File: config.mk
export PLATFORM = sky130hd
export DESIGN_NAME = load_store_unit_flat
export DESIGN_NICKNAME = d
export VERILOG_FILES = /design/src/rtl/load_store_unit_if.sv /design/src/rtl/load_store_unit.sv /design/src/flat_wrapper.sv
export SDC_FILE = /design/constraint.sdc
export NUM_CORES = 1
export LEC_CHECK = 0
export ABC_CLOCK_PERIOD_IN_PS = 3360
export BUFFER_PORTS_ARGS = -buffer_cell sky130_fd_sc_hd__buf_4
export CORE_AREA = 2 2 152 80
export CTS_BUF_LIST = sky130_fd_sc_hd__clkbuf_8
export DETAILED_ROUTE_END_ITERATION = 8
export DIE_AREA = 0 0 154 82
export GPL_ROUTABILITY_DRIVEN = 1
export PLACE_DENSITY_LB_ADDON = 0.1
export REMOVE_ABC_BUFFERS = 1
export SYNTH_ARGS = -nofsm -noshare
export SYNTH_HDL_FRONTEND = slang
export SYNTH_SLANG_ARGS = --single-unit
export TNS_END_PERCENT = 1
File: constraint.sdc
create_clock -name clk -period 3.36 [get_ports clk]
set_input_delay 0 -clock clk [delete_from_list [all_inputs] [get_ports clk]]
set_output_delay 0 -clock clk [all_outputs]
set_load 0.02 [all_outputs]
File: src/rtl/load_store_unit_if.sv
// Word-wide data RAM request bus between the load/store unit (master) and the RAM (slave).
interface load_store_unit_if #(
  parameter int DATA_WIDTH = 32
);
  logic                    mem_req;
  logic                    mem_we;
  logic [DATA_WIDTH-1:0]   mem_addr;
  logic [DATA_WIDTH-1:0]   mem_wdata;
  logic [DATA_WIDTH/8-1:0] mem_wstrb;
  logic                    mem_ready;
  logic [DATA_WIDTH-1:0]   mem_rdata;

  modport master (
    output mem_req, mem_we, mem_addr, mem_wdata, mem_wstrb,
    input  mem_ready, mem_rdata
  );

  modport slave (
    input  mem_req, mem_we, mem_addr, mem_wdata, mem_wstrb,
    output mem_ready, mem_rdata
  );
endinterface

File: src/rtl/load_store_unit.sv
// Memory-access stage: issues one RAM request per load/store, stalls the pipeline
// until it completes, and extends load data; flags misalignment and RAM timeouts.
module load_store_unit #(
  parameter int DATA_WIDTH = 32,
  parameter int TIMEOUT    = 16
) (
  input  logic                  clk,
  input  logic                  rst_n,
  input  logic                  MemRead,
  input  logic                  MemWrite,
  input  logic [2:0]            funct3,
  input  logic [DATA_WIDTH-1:0] ALUResult,
  input  logic [DATA_WIDTH-1:0] WriteData,
  load_store_unit_if.master     mem,
  output logic [DATA_WIDTH-1:0] ReadData,
  output logic                  Stall,
  output logic                  Misaligned,
  output logic                  BusError
);

  localparam int LANES = DATA_WIDTH / 8;
  localparam int CNT_W = $clog2(TIMEOUT) + 1;

  typedef enum logic [1:0] {IDLE, ACCESS, DONE} state_t;

  state_t             state_reg, state_next;
  logic [CNT_W-1:0]   cnt_reg;
  logic               req_reg;
  logic               we_reg;
  logic [31:0]        addr_reg;
  logic [31:0]        wdata_reg;
  logic [LANES-1:0]   wstrb_reg;
  logic [2:0]         funct3_reg;
  logic [1:0]         off_reg;
  logic [31:0]        read_data_reg;
  logic               bus_error_reg;

  logic               cmd_seen;
  logic               bad_align;
  logic               timeout_hit;
  logic [31:0]        lane_wdata;
  logic [LANES-1:0]   lane_wstrb;
  logic [31:0]        rdata_shifted;
  logic [7:0]         sel_byte;
  logic [15:0]        sel_half;
  logic [31:0]        load_ext;

  assign cmd_seen    = MemRead | MemWrite;
  assign timeout_hit = (cnt_reg == CNT_W'(TIMEOUT - 1));

  always_comb begin
    case (funct3[1:0])
      2'b00:   bad_align = 1'b0;
      2'b01:   bad_align = ALUResult[0];
      2'b10:   bad_align = (ALUResult[1:0] != 2'b00);
      default: bad_align = 1'b1;
    endcase
  end

  // Store data is replicated across lanes so the strobes alone pick the target bytes.
  for (genvar gi = 0; gi < LANES; gi++) begin : g_lane
    localparam logic [1:0] LANE_IDX = 2'(gi);
    assign lane_wdata[gi*8 +: 8] = (funct3[1:0] == 2'b10) ? WriteData[gi*8 +: 8] :
                                   (funct3[1:0] == 2'b01) ? WriteData[(gi%2)*8 +: 8] :
                                                            WriteData[7:0];
    assign lane_wstrb[gi] = (funct3[1:0] == 2'b10) ? 1'b1 :
                            (funct3[1:0] == 2'b01) ? (ALUResult[1] == LANE_IDX[1]) :
                                                     (ALUResult[1:0] == LANE_IDX);
  end

  assign rdata_shifted = mem.mem_rdata >> {off_reg, 3'b000};
  assign sel_byte      = rdata_shifted[7:0];
  assign sel_half      = off_reg[1] ? mem.mem_rdata[31:16] : mem.mem_rdata[15:0];

  always_comb begin
    case (funct3_reg)
      3'b000:  load_ext = {{24{sel_byte[7]}}, sel_byte};
      3'b001:  load_ext = {{16{sel_half[15]}}, sel_half};
      3'b100:  load_ext = {24'h0, sel_byte};
      3'b101:  load_ext = {16'h0, sel_half};
      default: load_ext = mem.mem_rdata;
    endcase
  end

  always_ff @(posedge clk) begin
    if (!rst_n) state_reg <= IDLE;
    else        state_reg <= state_next;
  end

  always_comb begin
    state_next = state_reg;
    Stall      = 1'b0;
    Misaligned = 1'b0;
    case (state_reg)
      IDLE: begin
        if (cmd_seen) begin
          if (bad_align) begin
            Misaligned = 1'b1;
          end else begin
            Stall      = 1'b1;
            state_next = ACCESS;
          end
        end
      end
      ACCESS: begin
        Stall = 1'b1;
        if (mem.mem_ready || timeout_hit) state_next = DONE;
      end
      DONE:    state_next = IDLE;
      default: state_next = IDLE;
    endcase
  end

  always_ff @(posedge clk) begin
    if (!rst_n) begin
      cnt_reg       <= '0;
      req_reg       <= 1'b0;
      we_reg        <= 1'b0;
      addr_reg      <= '0;
      wdata_reg     <= '0;
      wstrb_reg     <= '0;
      funct3_reg    <= '0;
      off_reg       <= '0;
      read_data_reg <= '0;
      bus_error_reg <= 1'b0;
    end else begin
      bus_error_reg <= 1'b0;
      case (state_reg)
        IDLE: begin
          if (cmd_seen && !bad_align) begin
            req_reg    <= 1'b1;
            we_reg     <= MemWrite;
            addr_reg   <= {ALUResult[31:2], 2'b00};
            wdata_reg  <= lane_wdata;
            wstrb_reg  <= MemWrite ? lane_wstrb : '0;
            funct3_reg <= funct3;
            off_reg    <= ALUResult[1:0];
            cnt_reg    <= '0;
          end
        end
        ACCESS: begin
          cnt_reg <= cnt_reg + CNT_W'(1);
          if (mem.mem_ready || timeout_hit) begin
            req_reg       <= 1'b0;
            we_reg        <= 1'b0;
            wstrb_reg     <= '0;
            bus_error_reg <= !mem.mem_ready;
            // A timed-out load retires with zero rather than stale data.
            if (!we_reg) read_data_reg <= mem.mem_ready ? load_ext : 32'h0;
          end
        end
        default: ;
      endcase
    end
  end

  assign mem.mem_req   = req_reg;
  assign mem.mem_we    = we_reg;
  assign mem.mem_addr  = addr_reg;
  assign mem.mem_wdata = wdata_reg;
  assign mem.mem_wstrb = wstrb_reg;
  assign ReadData      = read_data_reg;
  assign BusError      = bus_error_reg;

endmodule

File: src/flat_wrapper.sv
// flat-port wrapper written by rule: the top's interface ports become plain ports
module load_store_unit_flat 
#(
  parameter int DATA_WIDTH = 32,
  parameter int TIMEOUT    = 16
)
  (clk, rst_n, MemRead, MemWrite, funct3, ALUResult, WriteData, ReadData, Stall, Misaligned, BusError, mem_mem_req, mem_mem_we, mem_mem_addr, mem_mem_wdata, mem_mem_wstrb, mem_mem_ready, mem_mem_rdata);
  load_store_unit_if #(.DATA_WIDTH(DATA_WIDTH)) mem_i ();
  input  logic clk;
  input  logic rst_n;
  input  logic MemRead;
  input  logic MemWrite;
  input  logic [2:0] funct3;
  input  logic [DATA_WIDTH-1:0] ALUResult;
  input  logic [DATA_WIDTH-1:0] WriteData;
  output logic [DATA_WIDTH-1:0] ReadData;
  output logic Stall;
  output logic Misaligned;
  output logic BusError;
  output wire logic [$bits(mem_i.mem_req)-1:0] mem_mem_req;
  output wire logic [$bits(mem_i.mem_we)-1:0] mem_mem_we;
  output wire logic [$bits(mem_i.mem_addr)-1:0] mem_mem_addr;
  output wire logic [$bits(mem_i.mem_wdata)-1:0] mem_mem_wdata;
  output wire logic [$bits(mem_i.mem_wstrb)-1:0] mem_mem_wstrb;
  input wire logic [$bits(mem_i.mem_ready)-1:0] mem_mem_ready;
  input wire logic [$bits(mem_i.mem_rdata)-1:0] mem_mem_rdata;
  assign mem_mem_req = mem_i.mem_req;
  assign mem_mem_we = mem_i.mem_we;
  assign mem_mem_addr = mem_i.mem_addr;
  assign mem_mem_wdata = mem_i.mem_wdata;
  assign mem_mem_wstrb = mem_i.mem_wstrb;
  assign mem_i.mem_ready = mem_mem_ready;
  assign mem_i.mem_rdata = mem_mem_rdata;
  load_store_unit #(.DATA_WIDTH(DATA_WIDTH), .TIMEOUT(TIMEOUT)) u_core (.clk(clk), .rst_n(rst_n), .MemRead(MemRead), .MemWrite(MemWrite), .funct3(funct3), .ALUResult(ALUResult), .WriteData(WriteData), .mem(mem_i), .ReadData(ReadData), .Stall(Stall), .Misaligned(Misaligned), .BusError(BusError));
endmodule
==> impl_metrics.toml, run 1 <==
[critical_path]
reg2regPathDepth = 6
crit_slowest_cell = "o2111a_2"
arrival_ps = 3130
crit_chain = "dlygate4sd3_1, buf_4, o21ai_0, o2111a_2, buf_12, o21ai_0, a21oi_1, dlygate4sd3_1"
path_buf_inv = 4
endpoint_kind = "flip-flop"
crit_path_end = "u_core.mem.mem_wdata[25]"
cp_max_fo = 55
cp_num_cells = 8
rr_startpoint = "u_core.state_reg[1]"
critPathLaunchType = "input port"
path_delay_family = "buffers and inverters"
cpPeakStageDelay_ps = 800
required_ps = 3710
worst-setup-path-type = "input port to flip-flop"
reg2reg_to = "u_core.mem.mem_wdata[25]"
crit_start = "ALUResult[1]"
r2r_slack_ps = 750

[die]
start_util_pct = 43.6
die_x_um = 154
core.rowCount = 28
core-area_um2 = 11400
pin_count = 209
die_h_um = 82
die_area_um2 = 12600

[cts]
root_buffer = "clkbuf_8"
h-tree-depth = 4
clockBufferDepth = 2
post_cts_buffers = 0
cts_tree = "done"
cts.sinks = 113
clk_latency_ps = 420
path_clk_slew_ps = 70
post_cts_resized = 0
cts_made_buffers = 17

[synth]
postSynthAreaPerCell_um2 = 8.49
synth_cell_types = 54
ys_top_cells_by_area = "dfxtp_1 46%, a21oi_1 8.5%, nand2_1 8.3%"
synthFlopType = "dfxtp_1"
ys_seq_area_share_pct = 45.6
yosys.area.top_type_share_pct = 45.6
async_reset_ff_share_pct = 0
postSynthCellCount = 584
synth_top_area_cell = "dfxtp_1"
netlist_area_um2 = 4960
yosysWarnings = 0
ys_seq_elements = 113
synth_edf_count = 0

[route]
via_count = 5400
wl_met2_um = 7400
wl_per_cell_um = 15.8
routed.top_layer = "met4"
viasPerCell = 5.18
ant_nets = 0
met1_length_um = 7670
drt_first_pass_iters = 5
route.met3.wl_um = 1170
drt_iter0_drc = 331
drcViolationCount = 0
wl_um = 16500

[global_route]
grt_pass1_wl_um = 26100
grt_antenna_before_repair = 0
track_usage_pct = 26.1
grt_pass1_vias = 5233
grt_overflow = 0
grt_max_degree = 68

[job]
cap_viol_max_count = 0

[place]
globalplace.congestion = 0.826
dpl.hpwl_um = 10500
portBuffers = 206

[timing]
tns_ps = 0
holdWs_ps = 18.0
final_max_slew_viol_count = 0
setup_viol = 0
finalHoldViolCount = 0
timing.final.crit_share_pct = 82.5
tightest_slew_ps = 1200
finClkSkew_ps = 10.3
max_freq_mhz = 361
rsz0062_at_grt = "false"
fin_crit_ps = 2770
relSlewSlack_pct = 19.9

[power_and_ir_drop]
p_sw_uw = 1020
ir_worst_vdd_v = 0.000277
internal_power_uw = 2550
finalPower_uw = 3570
power_density_nw_per_um2 = 442
p_sw_share_pct = 28.7
sequentialPowerShare_pct = 41.5
combPwrFrac_pct = 22.4
p_leak_uw = 0.00361
clockPowerShare_pct = 36.1

[run_status]
status = "finished, final reports clean"

[cells_and_area]
area_growth_pct = 62.9
final_nets = 986
fin_util_pct = 71.0
fillCellCount = 864
ff_latch_area_um2 = 2260
antenna_cells = 0
multi_input_area_um2 = 2420
layout_commonest_cell = "buf_4"
drive_gt1_share_pct = 29.9
final_cell_mix = "210 x buf_4, 115 x dlygate4sd3_1, 113 x dfxtp_1"

[hold_path]
min_path_type = "input port to flip-flop"
metal layers:
layer / up-vias / GRT usage [%]
met3: 24 / 7.39
met4: 0 / 10.6
li1: 2639 / -
met1: 2544 / 33.8
met2: 193 / 41.8
met5: - / 0
synth_stat cells, types with 2 or more instances:
master,n
o21ai_0,29
ha_1,2
xnor2_1,2
dfxtp_1,113
or3_1,5
o22ai_1,3
or3b_2,2
a211oi_1,8
buf_1,2
and3b_1,4
buf_6,3
clkbuf_1,24
a31oi_1,2
a221oi_1,11
a211o_1,4
a21oi_1,84
a21o_1,8
inv_1,15
buf_4,2
buf_2,19
mux2_2,10
a32oi_1,3
and2_1,2
nand2_1,110
nor2b_1,5
nor3b_1,2
mux2i_1,13
o21ai_1,2
nand3_1,3
or2b_1,7
nor2_1,22
a22o_1,22
nor3_1,4
a22o_2,5
nand4_1,2
nand2b_1,12
timing repair:
| action | CTS | global route |
|---|---|---|
| hold buffers | 115 | 0 |
| endpoints found under the setup margin | 0 | 0 |
| hold endpoints to repair | 96 | 0 |
power groups by stage:
stage | clock [uW] | combinational [uW] | sequential (uW)
3_3_place_gp | 0 | 654 | 1510
2_1_floorplan | 0 | 252 | 1590
3_5_place_dp | 0 | 666 | 1510
6_report | 1290 | 799 | 1480
4_1_cts | 1310 | 787 | 1480
5_1_grt | 1370 | 861 | 1490
kinds of logic (layout without fill, tap and decap cells):
family | count (synthesis) | count (layout) | share of synthesized area (%)
other | 1 | 2 | 0.0756
multiplexers | 24 | 24 | 5.20
buffers and inverters | 66 | 374 | 6.08
AND/OR/NAND/NOR | 183 | 183 | 16.8
flip-flops | 113 | 113 | 45.6
AO/OA/AOI/OAI | 193 | 193 | 25.4
adder cells (fa/ha/maj) | 2 | 2 | 0.504
XOR/XNOR | 2 | 2 | 0.353
worst min-delay path, delay by kind of cell:
family	cells	cell delay [ps]
AOI/OAI and AO/OA	2	220
buffers and inverters	2	160
stage by stage:
stage	cells	worst slack (ps)	cell area, um^2
after floorplan	535	768	4720
after global placement	896	1290	6530
after detailed placement	896	1200	6530
after CTS	1043	628	8080
after global routing	1043	376	8080
final	1043	588	8080
worst min path at each step:
stage / from / endpoint / depth (start not counted)
after global placement: mem_mem_ready / u_core.BusError / 2
final: mem_mem_rdata[14] / u_core.ReadData[14] / 4
after global routing: mem_mem_rdata[9] / u_core.ReadData[9] / 4
after CTS: mem_mem_rdata[9] / u_core.ReadData[9] / 4
after detailed placement: mem_mem_ready / u_core.BusError / 2
after floorplan: mem_mem_ready / u_core.BusError / 1
area by class of cell:
type	count	area share, %
clock buffers	21	3.58
inverters	16	0.743
clock inverters	11	1.38
multi-input cells	406	30.0
flip-flops and latches	113	28.0
repair buffers	326	34.0
well taps	150	2.32
Power figures use the tool's default switching activity.
==> run 2, diff against run 1 <==
--- a/config.mk
+++ b/config.mk
@@ -5,7 +5,7 @@
 export SDC_FILE = /design/constraint.sdc
 export NUM_CORES = 1
 export LEC_CHECK = 0
-export ABC_CLOCK_PERIOD_IN_PS = 3360
+export ABC_CLOCK_PERIOD_IN_PS = 2800
 export BUFFER_PORTS_ARGS = -buffer_cell sky130_fd_sc_hd__buf_4
 export CORE_AREA = 2 2 152 80
 export CTS_BUF_LIST = sky130_fd_sc_hd__clkbuf_8
==> constraint.sdc (replaced) <==
create_clock -name clk -period 2.8 [get_ports clk]
set_input_delay 0 -clock clk [delete_from_list [all_inputs] [get_ports clk]]
set_output_delay 0 -clock clk [all_outputs]
set_load 0.02 [all_outputs]
==> run 2 against run 1 <==
Net effect: combinational power rose by 20%; critical path depth did not move; clock power grew 5%; setup slack worse by 490 ps; wire length is 1.6% higher; utilization down 0.30 points; power rose by 15%; clock skew rose by 0.82 ps; sequential power increased by 20%; highest routed layer unchanged.
==> impl_metrics.toml, run 2 (same netlist as run 1, synthesis figures left out) <==
[cts]
cts.sinks = 113
clockBufferDepth = 2
root_buffer = "clkbuf_8"
h-tree-depth = 4
path_clk_slew_ps = 70
clk_latency_ps = 410
post_cts_buffers = 0
cts_tree = "done"
cts_made_buffers = 17

[critical_path]
path_delay_family = "buffers and inverters"
crit_start = "funct3[0]"
cpPeakStageDelay_ps = 710
arrival_ps = 3050
path_common_cell = "dlygate4sd3_1"
path_buf_inv = 4
rr_startpoint = "u_core.off_reg[1]"
crit_slowest_cell = "nor2b_1"
endpoint_kind = "flip-flop"
required_ps = 3150
worst-setup-path-type = "input port to flip-flop"
crit_chain = "dlygate4sd3_1, buf_4, nor2b_1, a22o_1, a21oi_1, dlygate4sd3_1, a21oi_1, dlygate4sd3_1"
cp_max_fo = 11
critPathLaunchType = "input port"

[place]
globalplace.congestion = 0.828
portBuffers = 206
place_ws_ps = 683
dpl.hpwl_um = 10800
dp.cells = 899

[timing]
rsz0062_at_grt = "false"
tns_ps = 0
finalHoldViolCount = 0
finClkSkew_ps = 11.1
fin_crit_ps = 2700
relSlewSlack_pct = 42.2
tightest_slew_ps = 865
layout_setup_ws_ps = 102
timing.final.crit_share_pct = 96.4
setup_viol = 0
max_freq_mhz = 371
holdWs_ps = 22.9
final_max_slew_viol_count = 0

[cells_and_area]
drive_gt1_share_pct = 30.0
fin_cells = 1046
fin_util_pct = 70.7
final_nets = 989
final_cell_mix = "214 x buf_4, 115 x dlygate4sd3_1, 113 x dfxtp_1"
fillCellCount = 894
antenna_cells = 0
layout_commonest_cell = "buf_4"
area_growth_pct = 62.2

[hold_path]
min_path_type = "input port to flip-flop"
hold_start = "mem_mem_rdata[14]"

[route]
drt_iter0_drc = 358
drcViolationCount = 0
ant_nets = 0
via_count = 5389
wl_per_cell_um = 16.0
drt_first_pass_iters = 5
wl_um = 16800
viasPerCell = 5.15

[job]
cap_viol_max_count = 0

[die]
core-area_um2 = 11400
die_area_um2 = 12600
core.rowCount = 28
die_x_um = 154
die_h_um = 82
pin_count = 209
start_util_pct = 43.6

[global_route]
track_usage_pct = 26.3
grt_pass1_wl_um = 26400
grt_antenna_before_repair = 0
grt_pass1_vias = 5415
grt_overflow = 0
grt_max_degree = 63

[power_and_ir_drop]
p_leak_uw = 0.00360
power_density_nw_per_um2 = 510
ir_worst_vdd_v = 0.000323

[run_status]
status = "finished, final reports clean"
-- run 2: tightest hold or removal path, cell delays in order --
cell      delay [ps]
buf_4            120
inv_1             50
a221oi_1          70
a21o_1           150
-- run 2: area by class of cell --
type | instances | area [um^2] | area share (%)
clock buffer | 18 | 248 | 3.08
clock inverter | 14 | 101 | 1.26
inverter | 16 | 60.1 | 0.747
multi-input combinational | 406 | 2430 | 30.2
sequential | 113 | 2260 | 28.1
tap | 150 | 188 | 2.33
timing repair buffer | 329 | 2760 | 34.3
-- run 2: per-stage QoR --
stage	power [uW]	cell area [um^2]
after floorplan	2220	4720
after global placement	2590	6540
after detailed placement	2610	6540
after CTS	4110	8040
after global routing	4280	8050
final	4100	8050
-- run 2: metal layers --
metal  global-route usage [%]  vias to the layer above  routed length, um
met5                        0                        -                  0
met2                     44.1                      215               7720
met1                     32.9                     2501               7500
met4                     9.07                        0                201
li1                         -                     2653                  -
met3                     7.65                       20               1360
-- run 2: worst paths after layout --
path	endpoint	slack [ps]	cells after the start
min	u_core.ReadData[14]	20	4
max reg2reg	u_core.ReadData[6]	230	5
max	u_core.mem.mem_wdata[27]	100	8
min reg2reg	u_core.mem.mem_wdata[0]	460	2
-- run 2: power breakdown --
group	switching (uW)	leakage, uW	internal (uW)	total (uW)
registers	71.8	0.000922	1710	1780
logic	488	0.00250	473	961
clock network	660	0.000184	703	1360
-- run 2: repair_timing --
action / 4_1_cts / 5_1_grt
endpoints found under the setup margin: 0 / 2
hold endpoints to repair: 96 / 0
resized for setup: 0 / 1
hold buffers: 115 / 0
==> run 3, diff against run 2 <==
--- a/config.mk
+++ b/config.mk
@@ -5,15 +5,17 @@
 export SDC_FILE = /design/constraint.sdc
 export NUM_CORES = 1
 export LEC_CHECK = 0
+export ABC_AREA = 1
 export ABC_CLOCK_PERIOD_IN_PS = 2800
 export BUFFER_PORTS_ARGS = -buffer_cell sky130_fd_sc_hd__buf_4
-export CORE_AREA = 2 2 152 80
+export CORE_AREA = 2 2 145 76
 export CTS_BUF_LIST = sky130_fd_sc_hd__clkbuf_8
 export DETAILED_ROUTE_END_ITERATION = 8
-export DIE_AREA = 0 0 154 82
+export DIE_AREA = 0 0 147 78
 export GPL_ROUTABILITY_DRIVEN = 1
 export PLACE_DENSITY_LB_ADDON = 0.1
 export REMOVE_ABC_BUFFERS = 1
+export SKIP_LAST_GASP = 1
 export SYNTH_ARGS = -nofsm -noshare
 export SYNTH_HDL_FRONTEND = slang
 export SYNTH_SLANG_ARGS = --single-unit
==> run 3 against run 2 <==
Net effect: power up 17%; clock power up 32%; global-route usage up 4.4 points; setup slack better by 220 ps; final area down 0.59%.
==> impl_metrics.toml, run 3 <==
[synth]
postSynthCellCount = 705
yosysMostFrequentCell = "nor2_1"
synth_edf_count = 0
synthFlopType = "dfxtp_1"
synth_top_area_cell = "dfxtp_1"
ys_seq_area_share_pct = 45.0
netlist_area_um2 = 5030
yosys-top-cells-count = "125 x nor2_1, 114 x nand2_1, 113 x dfxtp_1, 109 x o21ai_0, 100 x a21oi_1"
yosysWarnings = 0
async_reset_ff_share_pct = 0
synth_cell_types = 33
ys_seq_elements = 113
ys_top_cells_by_area = "dfxtp_1 45%, o21ai_0 11%, a21oi_1 10%"
yosys.area.top_type_share_pct = 45.0
postSynthAreaPerCell_um2 = 7.13

[critical_path]
rr_startpoint = "u_core.off_reg[1]"
reg2reg_to = "u_core.ReadData[30]"
required_ps = 3150
cp_max_fo = 24
worst-setup-path-type = "input port to flip-flop"
endpoint_kind = "flip-flop"
critPathLaunchType = "input port"
arrival_ps = 2820
reg2regPathDepth = 8
r2r_slack_ps = 770

[timing]
tightest_slew_ps = 922
finalHoldViolCount = 0
max_freq_mhz = 404
final_max_slew_viol_count = 0
fin_crit_ps = 2470
layout_setup_ws_ps = 325
finClkSkew_ps = 9.51
relSlewSlack_pct = 38.4
setup_viol = 0
tns_ps = 0
timing.final.crit_share_pct = 88.4
rsz0062_at_grt = "false"

[cells_and_area]
final_cell_mix = "210 x buf_4, 125 x nor2_1, 114 x nand2_1"
drive_gt1_share_pct = 25.6
layout_commonest_cell = "buf_4"
antenna_cells = 0
design_area_um2 = 8000
ff_latch_area_um2 = 2260
multi_input_area_um2 = 2360
final_nets = 1093
fillCellCount = 709
area_growth_pct = 59.0

[hold_path]
hold_start = "WriteData[20]"
holdPathEnd = "u_core.mem.mem_wdata[20]"
min_path_cells = 5
min_path_type = "input port to flip-flop"

[cts]
cts_made_buffers = 17
cts.sinks = 113
h-tree-depth = 4
path_clk_slew_ps = 70
post_cts_resized = 0
root_buffer = "clkbuf_8"
cts_tree = "done"
clockBufferDepth = 2
clk_latency_ps = 420

[route]
ant_nets = 0
drt_iter0_drc = 495
drt_first_pass_iters = 5
wl_um = 17700
via_count = 6067
viasPerCell = 5.32
wl_per_cell_um = 15.5
drcViolationCount = 0

[die]
pin_count = 209
die_h_um = 78
start_util_pct = 49.9
die_x_um = 147
die_area_um2 = 11500
core-area_um2 = 10100
core.rowCount = 26

[global_route]
track_usage_pct = 30.6
grt_max_degree = 81
grt_pass1_wl_um = 27900
grt_overflow = 0
grt_antenna_before_repair = 0
grt_pass1_vias = 5830

[place]
place_area_um2 = 6510
place_ws_ps = 852
portBuffers = 206
dpl.hpwl_um = 10200
globalplace.congestion = 0.887

[job]
cap_viol_max_count = 0

[power_and_ir_drop]
p_leak_uw = 0.00368
power_density_nw_per_um2 = 601
ir_worst_vdd_v = 0.000326

[run_status]
status = "finished, final reports clean"
-- run 3: cell types whose count changed after synthesis, moves of 7 or more --
cell | before | now
a211oi_1 | 8 | 0
a21o_1 | 8 | 0
a21oi_1 | 84 | 100
a221oi_1 | 11 | 0
a22o_1 | 22 | 0
inv_1 | 15 | 35
mux2_2 | 10 | 0
mux2i_1 | 13 | 0
nand2b_1 | 12 | 0
nor2_1 | 22 | 125
o21ai_0 | 29 | 109
o21ai_1 | 2 | 19
or2b_1 | 7 | 0
-- run 3: stage by stage --
step                      utilization, %  std cells  total power (uW)  hold WS, ps
after floorplan                        -        656              2420         79.3
after global placement              64.6       1006              2860          233
after detailed placement            64.6       1006              2880          247
after CTS                           79.3       1140              4790         1.19
after global routing                79.3       1140              5010         31.5
final                               79.3       1140              4800         28.8
-- run 3: worst max path at each step --
stage | startpoint | endpoint | slack, ps | cells past startpoint
3_5_place_dp | u_core.off_reg[1] | u_core.ReadData[31] | 850 | 8
4_1_cts | funct3[0] | u_core.mem.mem_wdata[30] | 580 | 8
2_1_floorplan | u_core.cnt_reg[0] | u_core.ReadData[0] | 920 | 8
5_1_grt | funct3[0] | u_core.mem.mem_wdata[30] | 260 | 8
6_report | funct3[0] | u_core.mem.mem_wdata[30] | 330 | 8
3_3_place_gp | u_core.cnt_reg[0] | u_core.ReadData[28] | 940 | 9
-- run 3: worst max-delay path: stages --
cell and delay (ps):
dlygate4sd3_1 550, buf_4 150, inv_2 80, nand2_1 320
inv_1 700, a21oi_1 200, dlygate4sd3_1 620, a21oi_1 190
-- run 3: repair_timing --
action | 4_1_cts | 5_1_grt
hold endpoints to repair | 103 | 0
buffers inserted | 0 | 0
hold buffers | 102 | 0
-- run 3: cells by family (layout without fill, tap and decap cells) --
group | Yosys count | count (layout) | share of synthesized area, %
AO/OA/AOI/OAI | 242 | 242 | 25.3
adder cells (fa/ha/maj) | 2 | 2 | 0.498
buffers and inverters | 87 | 381 | 8.19
flip-flops | 113 | 113 | 45.0
other | 1 | 2 | 0.0746
AND/OR/NAND/NOR | 260 | 260 | 21.0
-- run 3: power by group --
part / internal, uW / leakage, uW / switching, uW
Combinational: 509 / 0.00252 / 668
Sequential: 1740 / 0.000928 / 92.4
Clock: 1120 / 0.000237 / 672
Total: 3370 / 0.00368 / 1430
-- run 3: cell type report --
type / count / area share, %
Tap cell: 140 / 2.19
Multi-Input combinational cell: 506 / 29.5
Clock inverter: 12 / 2.35
Inverter: 37 / 1.77
Timing Repair Buffer: 312 / 32.5
Clock buffer: 20 / 3.44
Sequential cell: 113 / 28.3
-- run 3: metal layers --
metal | up-vias | global-route usage [%] | routed length [um]
met5 | - | 0 | 0
met4 | 0 | 13.5 | 566
met3 | 67 | 7.76 | 1510
met2 | 336 | 54.7 | 8810
met1 | 2768 | 35.0 | 6810
li1 | 2896 | - | -
